`src/rtl/mult_pkg.sv`:
```
// Shared types and widths for the sequential 6x6 shift-add multiplier.
package mult_pkg;

    localparam int unsigned OpW          = 6;
    localparam int unsigned AddW         = 11;
    localparam int unsigned ProdW        = 12;
    localparam int unsigned CntW         = 3;
    localparam int unsigned DefTruncCols = 3;

    typedef enum logic [1:0] {
        StIdle = 2'd0,
        StCalc = 2'd1,
        StDone = 2'd2
    } state_e;

endpackage

```
`src/rtl/cla11.sv`:
```
// 11-bit carry-lookahead adder, carry-in tied low; every carry is a flattened
// generate/propagate sum-of-products rather than a ripple chain.
module cla11
    import mult_pkg::*;
(
    input  logic [AddW-1:0] a_i,
    input  logic [AddW-1:0] b_i,
    output logic [AddW-1:0] sum_o,
    output logic            cout_o
);

    logic [AddW-1:0] gen;
    logic [AddW-1:0] prop;
    logic [AddW:0]   carry;

    assign gen  = a_i & b_i;
    assign prop = a_i ^ b_i;

    always_comb begin
        logic term;
        term  = 1'b0;
        carry = '0;
        for (int i = 1; i <= int'(AddW); i++) begin
            for (int k = 0; k < i; k++) begin
                term = gen[k];
                for (int j = k + 1; j < i; j++) begin
                    term = term & prop[j];
                end
                carry[i] = carry[i] | term;
            end
        end
    end

    assign sum_o  = prop ^ carry[AddW-1:0];
    assign cout_o = carry[AddW];

endmodule

```
`src/rtl/seq_mult6_ctrl.sv`:
```
// Sequential 6x6 unsigned shift-add multiplier sharing one CLA11 across its
// accumulate steps, with optional column truncation and early termination.
module seq_mult6_ctrl
    import mult_pkg::*;
#(
    parameter int unsigned TRUNC_COLS = DefTruncCols,
    parameter bit          EARLY_TERM = 1'b1
) (
    input  logic             clk,
    input  logic             rst_n,
    input  logic             in_valid,
    output logic             in_ready,
    input  logic [OpW-1:0]   a,
    input  logic [OpW-1:0]   b,
    input  logic             approx_en,
    output logic             out_valid,
    input  logic             out_ready,
    output logic [ProdW-1:0] product,
    output logic             busy
);

    state_e           state_q;
    logic [OpW-1:0]   a_q;
    logic [OpW-1:0]   b_q;
    logic             approx_q;
    logic [ProdW-1:0] acc_q;
    logic [CntW-1:0]  cnt_q;
    logic [ProdW-1:0] product_q;
    logic             in_ready_q;
    logic             out_valid_q;
    logic             busy_q;

    logic [OpW-1:0]   pp;
    logic [AddW-1:0]  addend;
    logic [AddW-1:0]  add_sum;
    logic             add_cout;
    logic [ProdW-1:0] acc_d;
    logic             last_step;

    // Keeps bit j of the partial product unless its column weight cnt+j is truncated.
    function automatic logic [OpW-1:0] trunc_mask(input logic [CntW-1:0] cnt,
                                                  input logic            approx);
        logic [OpW-1:0] m;
        m = '1;
        for (int j = 0; j < int'(OpW); j++) begin
            if (approx && ((int'(cnt) + j) < int'(TRUNC_COLS))) begin
                m[j] = 1'b0;
            end
        end
        return m;
    endfunction

    always_comb begin
        pp        = b_q[cnt_q] ? (a_q & trunc_mask(cnt_q, approx_q)) : '0;
        addend    = AddW'(pp) << cnt_q;
        acc_d     = {add_cout, add_sum};
        last_step = (cnt_q == CntW'(OpW - 1)) ||
                    (EARLY_TERM && ((b_q >> (cnt_q + CntW'(1))) == '0));
    end

    cla11 u_adder (
        .a_i    (acc_q[AddW-1:0]),
        .b_i    (addend),
        .sum_o  (add_sum),
        .cout_o (add_cout)
    );

    always_ff @(posedge clk) begin
        if (!rst_n) begin
            state_q     <= StIdle;
            a_q         <= '0;
            b_q         <= '0;
            approx_q    <= 1'b0;
            acc_q       <= '0;
            cnt_q       <= '0;
            product_q   <= '0;
            in_ready_q  <= 1'b0;
            out_valid_q <= 1'b0;
            busy_q      <= 1'b0;
        end else begin
            unique case (state_q)
                StIdle: begin
                    in_ready_q <= 1'b1;
                    if (in_valid && in_ready_q) begin
                        a_q        <= a;
                        b_q        <= b;
                        approx_q   <= approx_en;
                        acc_q      <= '0;
                        cnt_q      <= '0;
                        in_ready_q <= 1'b0;
                        busy_q     <= 1'b1;
                        state_q    <= StCalc;
                    end
                end
                StCalc: begin
                    acc_q <= acc_d;
                    if (last_step) begin
                        product_q   <= acc_d;
                        out_valid_q <= 1'b1;
                        state_q     <= StDone;
                    end else begin
                        cnt_q <= cnt_q + CntW'(1);
                    end
                end
                StDone: begin
                    if (out_ready) begin
                        out_valid_q <= 1'b0;
                        in_ready_q  <= 1'b1;
                        busy_q      <= 1'b0;
                        state_q     <= StIdle;
                    end
                end
                default: begin
                    state_q <= StIdle;
                end
            endcase
        end
    end

    assign in_ready  = in_ready_q;
    assign out_valid = out_valid_q;
    assign product   = product_q;
    assign busy      = busy_q;

endmodule

```
`config.mk`:
```
export PLATFORM = sky130hd
export DESIGN_NAME = seq_mult6_ctrl
export DESIGN_NICKNAME = d
export VERILOG_FILES = /design/src/rtl/mult_pkg.sv /design/src/rtl/cla11.sv /design/src/rtl/seq_mult6_ctrl.sv
export SDC_FILE = /design/constraint.sdc
export NUM_CORES = 1
export LEC_CHECK = 0
export BUFFER_PORTS_ARGS = -buffer_cell sky130_fd_sc_hd__buf_2
export CELL_PAD_IN_SITES_DETAIL_PLACEMENT = 1
export CELL_PAD_IN_SITES_GLOBAL_PLACEMENT = 1
export CORE_ASPECT_RATIO = 1.75
export CORE_MARGIN = 10
export CORE_UTILIZATION = 46
export DETAILED_ROUTE_END_ITERATION = 8
export PLACE_DENSITY_LB_ADDON = 0.1
export SYNTH_ARGS = -nofsm -noshare
export SYNTH_HDL_FRONTEND = slang
export SYNTH_SLANG_ARGS = --single-unit
```
`constraint.sdc`:
```
create_clock -name clk -period 4.9 [get_ports clk]
set_input_delay 0.49 -clock clk [delete_from_list [all_inputs] [get_ports clk]]
set_output_delay 0.49 -clock clk [all_outputs]
set_load 0.03 [all_outputs]
```
Word level (Yosys, flattened, before mapping). Index checks and enable logic that the tools add are counted.

Add/subtract/negate cells: 6. $lt $le $gt $ge: 7. Equality and inequality tests: 7. Shift-type cells: 2. Mux-type cells: 26. Bitwise operators: 114. Reduce and logical (&&, ||, !) cells: 21.

Operator list (count): 1-bit AND (55); 1-bit OR (55); 11-bit one-hot mux with 2 select lines (1); 11-bit XOR (2); 4-bit by 2-bit < comparator with 1-bit output, second input constant (5); 1-bit 2-to-1 mux (12); 3-bit AND reduction (4); 11-bit AND (1); 11-bit 2-to-1 mux (1); 6-bit by 3-bit << shifter with 11-bit output (1); 3-bit by 2-bit adder with 4-bit output, second input constant (2); 3-bit by 3-bit adder with 4-bit output, second input constant (2); 2-bit inequality test, second input constant (4); 2-bit AND reduction (4); 1-bit logical AND (7); 6-bit AND (1); 6-bit zero test (1); 2-bit 2-to-1 mux (3); 3-bit 2-to-1 mux (2); 6-bit 2-to-1 mux (1); 1-bit one-hot mux with 2 select lines (3); 2-bit one-hot mux with 3 select lines (1); 3-bit one-hot mux with 2 select lines (1); 2-bit nonzero test (3); 11 further kinds (11).

Bits in registers: 44. Output and inout bits: 15.

Logic depth before layout (Yosys ltp). Gate-level depths: netlist (run 1).

Depth after elaboration: 28. Depth in mapped cells: 16. Depth with buffers taken out: 15.

By module. From an unflattened synthesis (run 1), not the netlist that was laid out.

Cell total of the unflattened synthesis: 330. Area total of the unflattened synthesis: 2761.4 um^2.

Modules (own cells, without submodules): seq_mult6_ctrl (instances 1, cells each 280, area an instance 2321.0 um^2); cla11 (instances 1, cells each 50, area an instance 440.4 um^2).

Worst setup path before layout (run 1). Ideal clock, no wire load.

Path kind: flip-flop to flip-flop. From: reg cnt_q[0]. To: reg product_q[10] (netlist: product[10]). Arrival time: 3.084 ns. Data required time: 4.785 ns. Path slack: 1.702 ns. Cell stages (with the launch flop): 16. Cells stage by stage: dfxtp_1 buf_4 inv_1 ha_1 o31ai_1 o21ai_0 and2b_1 and2_1 ha_1 ha_1 o2111ai_2 a31oi_4 o211ai_1 and3b_1 nor3_1 o21a_1.

Longest elaborated chain between the ends: 27. Elaborated cells between the ends (all ways): 91. Classes of those cells: add/sub: 6; order compare: 6; eq/ne: 1; shift: 2; mux: 9; bitwise: 58; reduce/logical: 9.

Ends and longest elaborated chain: start, declared (line seq_mult6_ctrl.sv:27) `logic [CntW-1:0] cnt_q;`; start signal, assigned (line seq_mult6_ctrl.sv:102) `cnt_q <= cnt_q + CntW'(1);`; 3-bit by 1-bit adder with 4-bit output (tied with other cells) (line seq_mult6_ctrl.sv:46) `if (approx && ((int'(cnt) + j) < int'(TRUNC_COLS))) begin`; 4-bit by 2-bit < comparator with 1-bit output (line seq_mult6_ctrl.sv:46); 1-bit logical AND (line seq_mult6_ctrl.sv:46); 1-bit 2-to-1 mux (line seq_mult6_ctrl.sv:46); 6-bit AND (line seq_mult6_ctrl.sv:54) `pp = b_q[cnt_q] ? (a_q & trunc_mask(cnt_q, approx_q)) : '0;`; 6-bit 2-to-1 mux (line seq_mult6_ctrl.sv:54); 6-bit by 3-bit << shifter with 11-bit output (line seq_mult6_ctrl.sv:55) `addend = AddW'(pp) << cnt_q;`; 11-bit AND or 11-bit XOR (tied branches) (line cla11.sv:16, cla11.sv:17); 1-bit AND (9 in series) (line cla11.sv:27) `term = term & prop[j];`; 1-bit OR (9 in series) (line cla11.sv:29) `carry[i] = carry[i] | term;`; 11-bit XOR (line cla11.sv:34) `assign sum_o = prop ^ carry[AddW-1:0];`; end signal, assigned (line seq_mult6_ctrl.sv:76) `product_q <= '0;`; end signal, assigned (line seq_mult6_ctrl.sv:98) `product_q <= acc_d;`; end, declared (line seq_mult6_ctrl.sv:28) `logic [ProdW-1:0] product_q;`.

Parallel ways exist; a longest one is shown, timed or not. The select of a mux whose other input is x is not followed. A chain may end at the register's enable or synchronous reset.

Worst setup path after layout (run 1).
From: reg cnt_q[1]. To: reg acc_q[8].

Longest elaborated chain between the ends: 24. Elaborated cells between the ends (all ways): 67. Classes of those cells: add/sub: 5; order compare: 6; shift: 1; mux: 10; bitwise: 39; reduce/logical: 6.

Ends and longest elaborated chain: 3-bit by 1-bit adder with 4-bit output (tied with other cells) (line seq_mult6_ctrl.sv:46); 4-bit by 2-bit < comparator with 1-bit output (line seq_mult6_ctrl.sv:46); 1-bit logical AND (line seq_mult6_ctrl.sv:46); 1-bit 2-to-1 mux (line seq_mult6_ctrl.sv:46); 6-bit AND (line seq_mult6_ctrl.sv:54); 6-bit 2-to-1 mux (line seq_mult6_ctrl.sv:54); 6-bit by 3-bit << shifter with 11-bit output * (line seq_mult6_ctrl.sv:55); 11-bit AND or 11-bit XOR (tied branches) (line cla11.sv:16, cla11.sv:17); 1-bit AND (7 in series) (line cla11.sv:27); 1-bit OR (7 in series) (line cla11.sv:29); 11-bit XOR * (line cla11.sv:34); 11-bit one-hot mux with 2 select lines * (line seq_mult6_ctrl.sv:81) `unique case (state_q)`; end signal, assigned (line seq_mult6_ctrl.sv:74) `acc_q <= '0;`; end signal, assigned (line seq_mult6_ctrl.sv:88) `acc_q <= '0;`; end signal, assigned (line seq_mult6_ctrl.sv:96) `acc_q <= acc_d;`; end, declared (line seq_mult6_ctrl.sv:26) `logic [ProdW-1:0] acc_q;`.

Every way passes the cells marked *; elsewhere a longest branch is shown, timed or not. The select of a mux whose other input is x is not followed.

==> out/qor.yml, run 1 <==
hold-path-cell-count: 3
hold_viol: 0
synth-edff-count: 0
finalCriticalPeriod_ns: 4.02
detail-route-antenna-nets: 0
track_usage: 0.180
synth_top_area_share: 0.336
crit_fanout: 14
n_fill_cell: 718
synth_area_mm2: 0.00262
nets: 389
clkSlewWorstSetupHoldPaths_ns: 0.10
layout-drive-gt1-share: 0.146
fp.dieW_um: 77.0
die_area_mm2: 0.00923
setup_violations: 0
drt-wirelength-per-cell_um: 18.5
r2r_slack_ns: 0.88
cap_violations: 0
worstHoldPathType: "input port to flop"
numCtsBuffers: 5
synth_flop_cell: "dfxtp_1"
vias_per_cell: 5.74
cts.sink_count: 44
cts_root_buffer: "clkbuf_8"
cp.required_ns: 5.14
vias: 2475
drt_wl_total_um: 7960
r2r-start: "cnt_q[1]"
clkLatencyLatePin_ns: 0.32
yosysMostFrequentCell: "nand2_1"
antenna_found_initial: 0
rows: 36
cp-end-kind: "flop"
rsz0062_at_grt: "no"
finalMaxSlewViolations: 0
h-tree-depth: 2
drt_iter0_markers: 132
cts.path.max_buffers: 2
netlist_top_cells_area: "dfxtp_1 34%, nand2_1 8.5%, ha_1 8.1%"
critPathLaunchType: "flop"
avgSynthCellArea_um2: 7.89
firstDrtPassIters: 4
maxSlewHeadroom: 0.426
max_freq_mhz: 249
diodes: 0
holdWs_ns: 0.399
gp_congestion: 0.902
dp_hpwl_um: 6110
cp_data_arrival_time_ns: 4.26
placedCellCount: 423
layout.cells.non_filler: 431
min_to: "a_q[1]"
worst_slew_pin_slew_ns: 0.860
syn_inst: 332
overflow: 0
hp-start: "a[1]"
min_period_over_period: 0.820
power_uw: 776
final_core_util: 0.528
cts_tree: "built"
cts_hold_buf: 0
synth.largest_area_cell: "dfxtp_1"
yosys_register_bits: 44
crit_type: "flop to flop"
tns_ns: 0
synth.cells.most_frequent: "59 x nand2_1, 44 x dfxtp_1, 41 x a21oi_1"
peakVddDrop_mv: 0.226
ff2ff_path_depth: 15
grt_max_degree: 26
p_leak_uw: 0.00119
yosysSeqAreaShare: 0.336
r2r_end: "acc_q[8]"
synthesis.nets: 367
grt_pass1_wl_um: 13500
fin_skew_ns: 0.0145
outcome: "finished clean"
cts_resized: 0
io_pins: 32
first_global_vias: 2662
drc: 0
initial_core_util: 0.473
powerDensity_mw_per_mm2: 265
postCtsSetupBuffers: 0
ys_types: 55
chipHeight_um: 120
ys_warn_count: 0
io_buffers: 31
coreArea_mm2: 0.00554
synthArstFlopShare: 0
syn2layout_area_growth_pct: 11.8
-- worst max-delay path, cell delays in order, from the launching register on --
cell	delay, ns
dfxtp_1	0.61
ha_1	0.42
and2_0	0.17
a21oi_1	0.07
o31ai_1	0.34
o21ai_0	0.20
and2b_1	0.21
and2_1	0.18
ha_1	0.28
ha_1	0.22
o2111ai_2	0.27
nand3_1	0.19
a211oi_1	0.31
xnor2_1	0.19
nand2_1	0.08
a21oi_1	0.19
-- power by group --
group | leakage [µW] | switching (µW) | internal, µW
registers | 0.000356 | 12.3 | 368
clock network | 0.0000614 | 139 | 167
logic | 0.000769 | 59.0 | 30.6
total | 0.00119 | 211 | 565
-- flip-flops by register name (all words and copies together), names as in the netlist --
name / flops
out_valid: 1
busy: 1
state_q: 2
product: 12
approx_q: 1
b_q: 6
acc_q: 11
cnt_q: 3
in_ready: 1
a_q: 6
-- cells by family after synthesis --
kind of cell | count (synthesis) | synth area share
compound gates | 86 | 0.219
xor+xnor | 4 | 0.0134
fa+ha+maj | 18 | 0.0889
buf+inv | 28 | 0.0497
flops | 44 | 0.336
mux | 9 | 0.0416
simple gates | 143 | 0.251
-- area by class of cell --
type	count	area [µm²]	area share
flip-flops and latches	44	881	0.301
well taps	76	95.1	0.0325
inverters	8	30.0	0.0103
repair buffers	35	185	0.0633
clock buffers	6	82.6	0.0282
multi-input cells	260	1610	0.552
clock inverters	2	38.8	0.0133
-- worst max-delay path by stage --
stage,startpoint,depth (start not counted),end
CTS,cnt_q[1],15,acc_q[8]
finish,cnt_q[1],15,acc_q[8]
floorplan,cnt_q[0],15,product[10]
global route,cnt_q[1],15,acc_q[8]
detailed placement,cnt_q[1],15,acc_q[8]
global placement,cnt_q[0],14,product[10]
-- cells in the final DEF (no fill, tap or decap), types with 8 or more instances in the layout --
cell type / count
nand2_1: 59
buf_2: 31
ha_1: 17
nor3_1: 11
nand3_1: 19
inv_1: 8
dfxtp_1: 44
nor2_1: 28
a21oi_1: 41
-- metrics by stage --
step / instance area (µm²) / setup slack [ns]
2_1_floorplan: 2620 / 1.70
3_3_place_gp: 2810 / 0.989
3_5_place_dp: 2810 / 0.895
4_1_cts: 2930 / 0.869
5_1_grt: 2930 / 0.447
6_report: 2930 / 0.883
-- metal layers --
layer,track usage,up-vias,share of wire
li1,-,1211,-
met1,0.175,1214,0.37
met2,0.356,36,0.58
met3,0.0366,14,0.030
met4,0.0700,0,0.024
met5,0,-,0
Note: power is estimated with default switching activity, not from simulation.
==> run 2: changes to the inputs <==
Settings changed: ABC_AREA from default to 1, CORE_UTILIZATION 46 to 38.
Clock period 4.9 ns to 3.52 ns, I/O delays scaled along.
==> run 2 against run 1 <==
  * Wire length grew 4.0%
  * Non-clock buffer count is 22 higher
  * Area after synthesis decreased by 0.43%
  * Synthesized cell count is 6.6% higher
  * Maximum frequency up 19%
  * Count of clock-buffer cells in the layout unchanged
  * Worst setup slack lost 0.75 ns
  * Clock skew fell by 0.0093 ns
  * Clock power increased by 59%
  * Register-to-register slack worse by 0.75 ns
==> out/qor.yml, run 2 <==
outcome: "finished clean"
final_cell_mix: "64 x nand2_1, 51 x nor2_1, 42 x dfxtp_1"
rows: 39  # +8.3%
worst_slew_pin_slew_ns: 0.825  # -0.0352 ns
path_buf_inv: 1  # +1
drt_wl_total_um: 8280  # +4.0%
cp_slowest_stage_delay_ns: 0.37  # -0.24 ns
gp_congestion: 0.915  # +1.5%
hold_viol: 0  # unchanged
initial_core_util: 0.396  # -0.0769
synthMuxAreaShare: 0  # -0.0416
numCtsBuffers: 5  # unchanged
yosysSeqAreaShare: 0.338  # +0.00145
power_uw: 1390  # +79%
finalCriticalPeriod_ns: 3.38  # -0.635 ns
path_cells: "buf_12 > ha_2 > xor2_2 > nor3_2 > o21ai_0 > nand2_1 > o21ai_1 > o21ai_4 > nor2_2 > ha_1 > ha_1 > nand2_1 > nand3b_1 > nand2_2 > nand2_1 > nand2_2 > nand2_1 > nand2_2 > nand2_2 > a21oi_2 > xnor2_2 > nand2_1 > a21oi_2"
crit_family: "simple AND/OR/NAND/NOR gates"
drt-wirelength-per-cell_um: 17.1  # -7.6%
final_common_cell: "nand2_1"
synth_area_mm2: 0.00261  # -0.43%
largest_reg_flops: 12  # unchanged
cts.path.max_buffers: 2  # unchanged
synth-xor-area-share: 0.0230  # +0.00965
maxSlewHeadroom: 0.450  # +0.0240
diodes: 0  # unchanged
synth-compound-area-share: 0.191  # -0.0274
gr-usage-met2: 0.303  # -0.0535
io_buffers: 31  # unchanged
peakVddDrop_mv: 0.349  # +55%
cp_data_arrival_time_ns: 3.60  # -0.66 ns
critPathLaunchType: "flop"
synth_top_family_by_area: "simple AND/OR/NAND/NOR gates"
cts_tree: "built"
crit_type: "flop to flop"
cp.required_ns: 3.74  # -1.40 ns
h-tree-depth: 2  # unchanged
setup_ws_ns: 0.138  # -0.745 ns
crit_fanout: 11  # -3
ys_types: 46  # -16%
cap_violations: 0  # unchanged
dp_hpwl_um: 6130  # +0.36%
cp-end-kind: "flop"
tns_ns: 0  # unchanged
io_pins: 32  # unchanged
vias: 2538  # +2.5%
syn_inst: 354  # +6.6%
antenna_found_initial: 0  # unchanged
synth.largest_area_cell: "dfxtp_1"
clkSlewWorstSetupHoldPaths_ns: 0.06  # -0.04 ns
synth_flop_cell: "dfxtp_1"
synth.cells.most_frequent: "69 x nand2_1, 52 x nor2_1, 44 x dfxtp_1"
syn2layout_area_growth_pct: 25.4
powerDensity_mw_per_mm2: 425  # +60%
gr-usage-met1: 0.151  # -0.0246
ys_warn_count: 0  # unchanged
synthSimpleGateAreaFrac: 0.273  # +0.0212
fp.dieW_um: 82.6  # +7.2%
synth-edff-count: 0  # unchanged
vias_per_cell: 5.23  # -8.9%
top_usage_layer: "met2"
yosys_register_bits: 44  # unchanged
detail-route-antenna-nets: 0  # unchanged
min_period_over_period: 0.961  # +0.141
synthArstFlopShare: 0  # unchanged
cp_slowest_cell: "dfxtp_4"
avgSynthCellArea_um2: 7.37  # -6.6%
track_usage: 0.157  # -0.0238
p_leak_uw: 0.00145  # +22%
cts.sink_count: 44  # unchanged
overflow: 0  # unchanged
clkLatencyLatePin_ns: 0.29  # -0.03 ns
chipHeight_um: 130  # +8.2%
layout-drive-gt1-share: 0.308  # +0.161
worstHoldPathType: "input port to flop"
finalMaxSlewViolations: 0  # unchanged
fin_skew_ns: 0.00524  # -0.00928 ns
stdcell_area_mm2: 0.00327  # +12%
drt_iter0_markers: 80  # -39%
firstDrtPassIters: 4  # unchanged
synthAdderAreaFrac: 0.0893  # +0.000384
cts_root_buffer: "clkbuf_16"
max_freq_mhz: 296  # +19%
yosysMostFrequentCell: "nand2_1"
nets: 437  # +12%
netlist_top_cells_area: "dfxtp_1 34%, nand2_1 9.9%, ha_1 8.2%"
grt.met3_usage: 0.0270  # -0.00961
first_global_vias: 2670  # +0.30%
grt_pass1_wl_um: 13000  # -3.7%
drc: 0  # unchanged
grt_max_degree: 25  # -3.8%
setup_violations: 0  # unchanged
die_area_mm2: 0.0107  # +16%
synth_top_area_share: 0.338  # +0.00145
cp_common_cell: "nand2_1"
coreArea_mm2: 0.00659  # +19%
place_area_mm2: 0.00286  # +2.1%
synthesis.nets: 389  # +6.0%
place_ws_ns: -0.0658  # -0.961 ns
run 2: per-layer routing:
metal	share of wire	routed length (µm)
met1	0.35	2910
met2	0.58	4790
met3	0.027	226
met4	0.043	354
met5	0	0
run 2: path summary, 6_finish.rpt:
| path | end | slack (ns) | depth (start not counted) | from |
|---|---|---|---|---|
| worst max-delay path | acc_q[7] | 0.14 | 23 | cnt_q[0] |
| worst min-delay path | b_q[1] | 0.32 | 3 | b[1] |
| worst max register to register | acc_q[7] | 0.14 | 23 | cnt_q[0] |
| worst min register to register | out_valid | 0.47 | 2 | out_valid |
run 2: power breakdown:
part	leakage, µW	switching (µW)	internal [µW]
clock network	0.0000691	205	282
logic	0.00102	217	119
registers	0.000360	28.2	536
run 2: worst register-to-register path, stage by stage (launching register included):
cell and delay [ns]:
dfxtp_4 0.37, buf_12 0.14, ha_2 0.21, xor2_2 0.18, nor3_2 0.05, o21ai_0 0.07, nand2_1 0.11, o21ai_1 0.24
o21ai_4 0.11, nor2_2 0.14, ha_1 0.24, ha_1 0.18, nand2_1 0.09, nand3b_1 0.14, nand2_2 0.11, nand2_1 0.06
nand2_2 0.10, nand2_1 0.07, nand2_2 0.09, nand2_2 0.07, a21oi_2 0.20, xnor2_2 0.15, nand2_1 0.09, a21oi_2 0.11
run 2: what timing repair did:
item | in CTS | in global routing
gates resized for setup | 1 | 31
endpoints found under the hold margin | 0 | 0
pin swaps | 0 | 16
setup endpoints to repair | 2 | 10
gates cloned | 0 | 1
hold buffers | 0 | 0
setup buffers | 1 | 12
run 2: stage by stage:
stage	instances	util	hold WS (ns)
after floorplan	354	-	0.444
after global placement	463	0.435	0.447
after detailed placement	463	0.435	0.460
after CTS	472	0.459	0.318
after global routing	485	0.496	0.333
final	485	0.496	0.317
run 2: cell families after synthesis:
group,count (synthesis)
AOI/OAI and AO/OA,79
and+or+nand+nor,160
DFF,44
buffers and inverters,47
adders and majority gates,18
xor gates and xnor gates,6
run 2: cell type report:
| class | instances | area (µm²) |
|---|---|---|
| Fill cell | 855 | 3320 |
| Multi-Input combinational cell | 263 | 1620 |
| Sequential cell | 44 | 888 |
| Timing Repair Buffer | 57 | 388 |
| Clock buffer | 6 | 139 |
| Inverter | 31 | 119 |
| Tap cell | 82 | 103 |
| Clock inverter | 2 | 15.0 |
==> run 3: changes to the inputs <==
Settings changed: CELL_PAD_IN_SITES_DETAIL_PLACEMENT 1 to default, CELL_PAD_IN_SITES_GLOBAL_PLACEMENT 1 to default, CORE_UTILIZATION 38 to 52, PLACE_DENSITY from default to 0.75, PLACE_DENSITY_LB_ADDON 0.1 to default.
==> run 3 against run 2 <==
  * Clock skew up 0.0048 ns
  * Die area decreased by 22%
  * Via count shrank 2.9%
  * Hold slack worse by 0.016 ns
  * Worst setup slack gained 0.10 ns
  * Non-clock buffer count shrank 4
  * Final cell count down 6.6%
  * Sequential power barely moved
  * Highest routed layer unchanged
==> out/qor.yml, run 3 (same netlist as run 2, synthesis figures left out) <==
path_buf_inv: 2  # +1
drc: 0  # unchanged
io_pins: 32  # unchanged
coreArea_mm2: 0.00493  # -25%
syn2layout_area_growth_pct: 19.6
cp_slowest_stage_delay_ns: 0.41  # +0.04 ns
layout-drive-gt1-share: 0.298  # -0.00945
setup_ws_ns: 0.242  # +0.104 ns
cp-end-kind: "flop"
io_buffers: 31  # unchanged
cap_violations: 0  # unchanged
worst_slew_pin_slew_ns: 0.745  # -0.0796 ns
finalMaxSlewViolations: 0  # unchanged
cts_tree: "built"
clkLatencyLatePin_ns: 0.30  # about the same
firstDrtPassIters: 4  # unchanged
layout.cells.non_filler: 453  # -6.6%
crit_family: "simple AND/OR/NAND/NOR gates"
fin_skew_ns: 0.0100  # +0.00478 ns
diodes: 0  # unchanged
setup_violations: 0  # unchanged
drt_iter0_markers: 137  # +71%
outcome: "finished clean"
final_common_cell: "nand2_1"
fp.dieW_um: 73.5  # -11%
hold_viol: 0  # unchanged
detail-route-antenna-nets: 0  # unchanged
path_cells: "inv_4 > ha_1 > nor3_1 > o21ai_0 > nand2_1 > o21ai_1 > o21ai_1 > nand2_1 > o21ai_2 > o32ai_2 > ha_1 > inv_1 > nor2_1 > nand3_1 > nand3_1 > nor2_1 > nand4_1 > nand3_2 > nand2_2 > nand2_2 > nand2_1 > nand2_2 > nand3_1 > a21oi_1"
max_freq_mhz: 305  # +3.2%
tns_ns: 0  # unchanged
powerDensity_mw_per_mm2: 411  # -3.2%
overflow: 0  # unchanged
cp_data_arrival_time_ns: 3.50  # -0.10 ns
antenna_found_initial: 0  # unchanged
grt_max_degree: 25  # unchanged
critPathLaunchType: "flop"
grt_pass1_wl_um: 11300  # -13%
first_global_vias: 2499  # -6.4%
worstHoldPathType: "input port to flop"
track_usage: 0.164  # +0.00785
maxSlewHeadroom: 0.503  # +0.0531
drt-wirelength-per-cell_um: 15.3  # -11%
chipHeight_um: 114  # -12%
vias: 2465  # -2.9%
h-tree-depth: 2  # unchanged
gp_congestion: 0.938  # +2.6%
cts_root_buffer: "clkbuf_8"
cts.sink_count: 44  # unchanged
cp_slowest_cell: "dfxtp_4"
nets: 433  # -0.92%
largest_reg_flops: 12  # unchanged
finalCriticalPeriod_ns: 3.28  # -0.104 ns
final_core_util: 0.632  # +0.136
placedCellCount: 436  # -5.8%
crit_type: "flop to flop"
crit_fanout: 11  # unchanged
min_period_over_period: 0.931  # -0.0296
dp_hpwl_um: 5050  # -18%
cp.required_ns: 3.75  # about the same
cts.path.max_buffers: 2  # unchanged
p_leak_uw: 0.00142  # -2.1%
vias_per_cell: 5.44  # +4.0%
clkSlewWorstSetupHoldPaths_ns: 0.09  # +0.03 ns
holdWs_ns: 0.301  # -0.0164 ns
place_ws_ns: 0.0722  # +0.138 ns
die_area_mm2: 0.00836  # -22%
drt_wl_total_um: 6910  # -16%
rows: 34  # -13%
initial_core_util: 0.528  # +0.133
peakVddDrop_mv: 0.385  # +10%
numCtsBuffers: 5  # unchanged
final_cell_mix: "64 x nand2_1, 51 x nor2_1, 41 x dfxtp_1"
run 3: final cells by class:
cell class	count	area (µm²)
sequential	44	890
fill	436	1820
multi-input combinational	263	1590
tap	54	67.6
clock inverter	2	38.8
clock buffer	6	82.6
timing repair buffer	53	332
inverter	31	121
run 3: worst paths after layout:
path | depth (start not counted) | slack, ns | from | end
setup reg to reg | 24 | 0.24 | cnt_q[0] | acc_q[10]
hold / removal | 3 | 0.30 | a[1] | a_q[1]
setup / recovery | 24 | 0.24 | cnt_q[0] | acc_q[10]
hold reg to reg | 2 | 0.46 | busy | busy
run 3: per-stage QoR:
| step | instance area [µm²] | total power [µW] |
|---|---|---|
| 3_5_place_dp | 2820 | 858 |
| 3_3_place_gp | 2820 | 855 |
| 5_1_grt | 3120 | 1350 |
| 6_report | 3120 | 1280 |
| 2_1_floorplan | 2610 | 780 |
| 4_1_cts | 2940 | 1270 |
run 3: repair_timing:
action	4_1_cts	5_1_grt
buffers inserted	0	9
hold endpoints to repair	0	0
resized for setup	0	32
setup endpoints to repair	0	10
hold buffers	0	0
run 3: report_power, final:
group / total, µW / internal, µW / switching (µW)
logic: 300 / 104 / 196
registers: 566 / 535 / 31.1
clock network: 416 / 232 / 183
total: 1280 / 871 / 411
run 3: worst register-to-register path, cell delays in order, from the launching register on:
cell     delay (ns)
dfxtp_4        0.41
inv_4          0.09
ha_1           0.24
nor3_1         0.15
o21ai_0        0.11
nand2_1        0.11
o21ai_1        0.09
o21ai_1        0.13
nand2_1        0.11
o21ai_2        0.10
o32ai_2        0.11
ha_1           0.36
inv_1          0.11
nor2_1         0.06
nand3_1        0.07
nand3_1        0.08
nor2_1         0.13
nand4_1        0.15
nand3_2        0.13
nand2_2        0.07
nand2_2        0.07
nand2_1        0.07
nand2_2        0.08
nand3_1        0.07
a21oi_1        0.11
run 3: routing by layer:
layer | wire length, µm | track usage | vias up
met3 | 245 | 0.0330 | 19
met1 | 2580 | 0.165 | 1134
li1 | - | - | 1252
met2 | 3850 | 0.291 | 60
met4 | 242 | 0.106 | 0
met5 | 0 | 0 | -
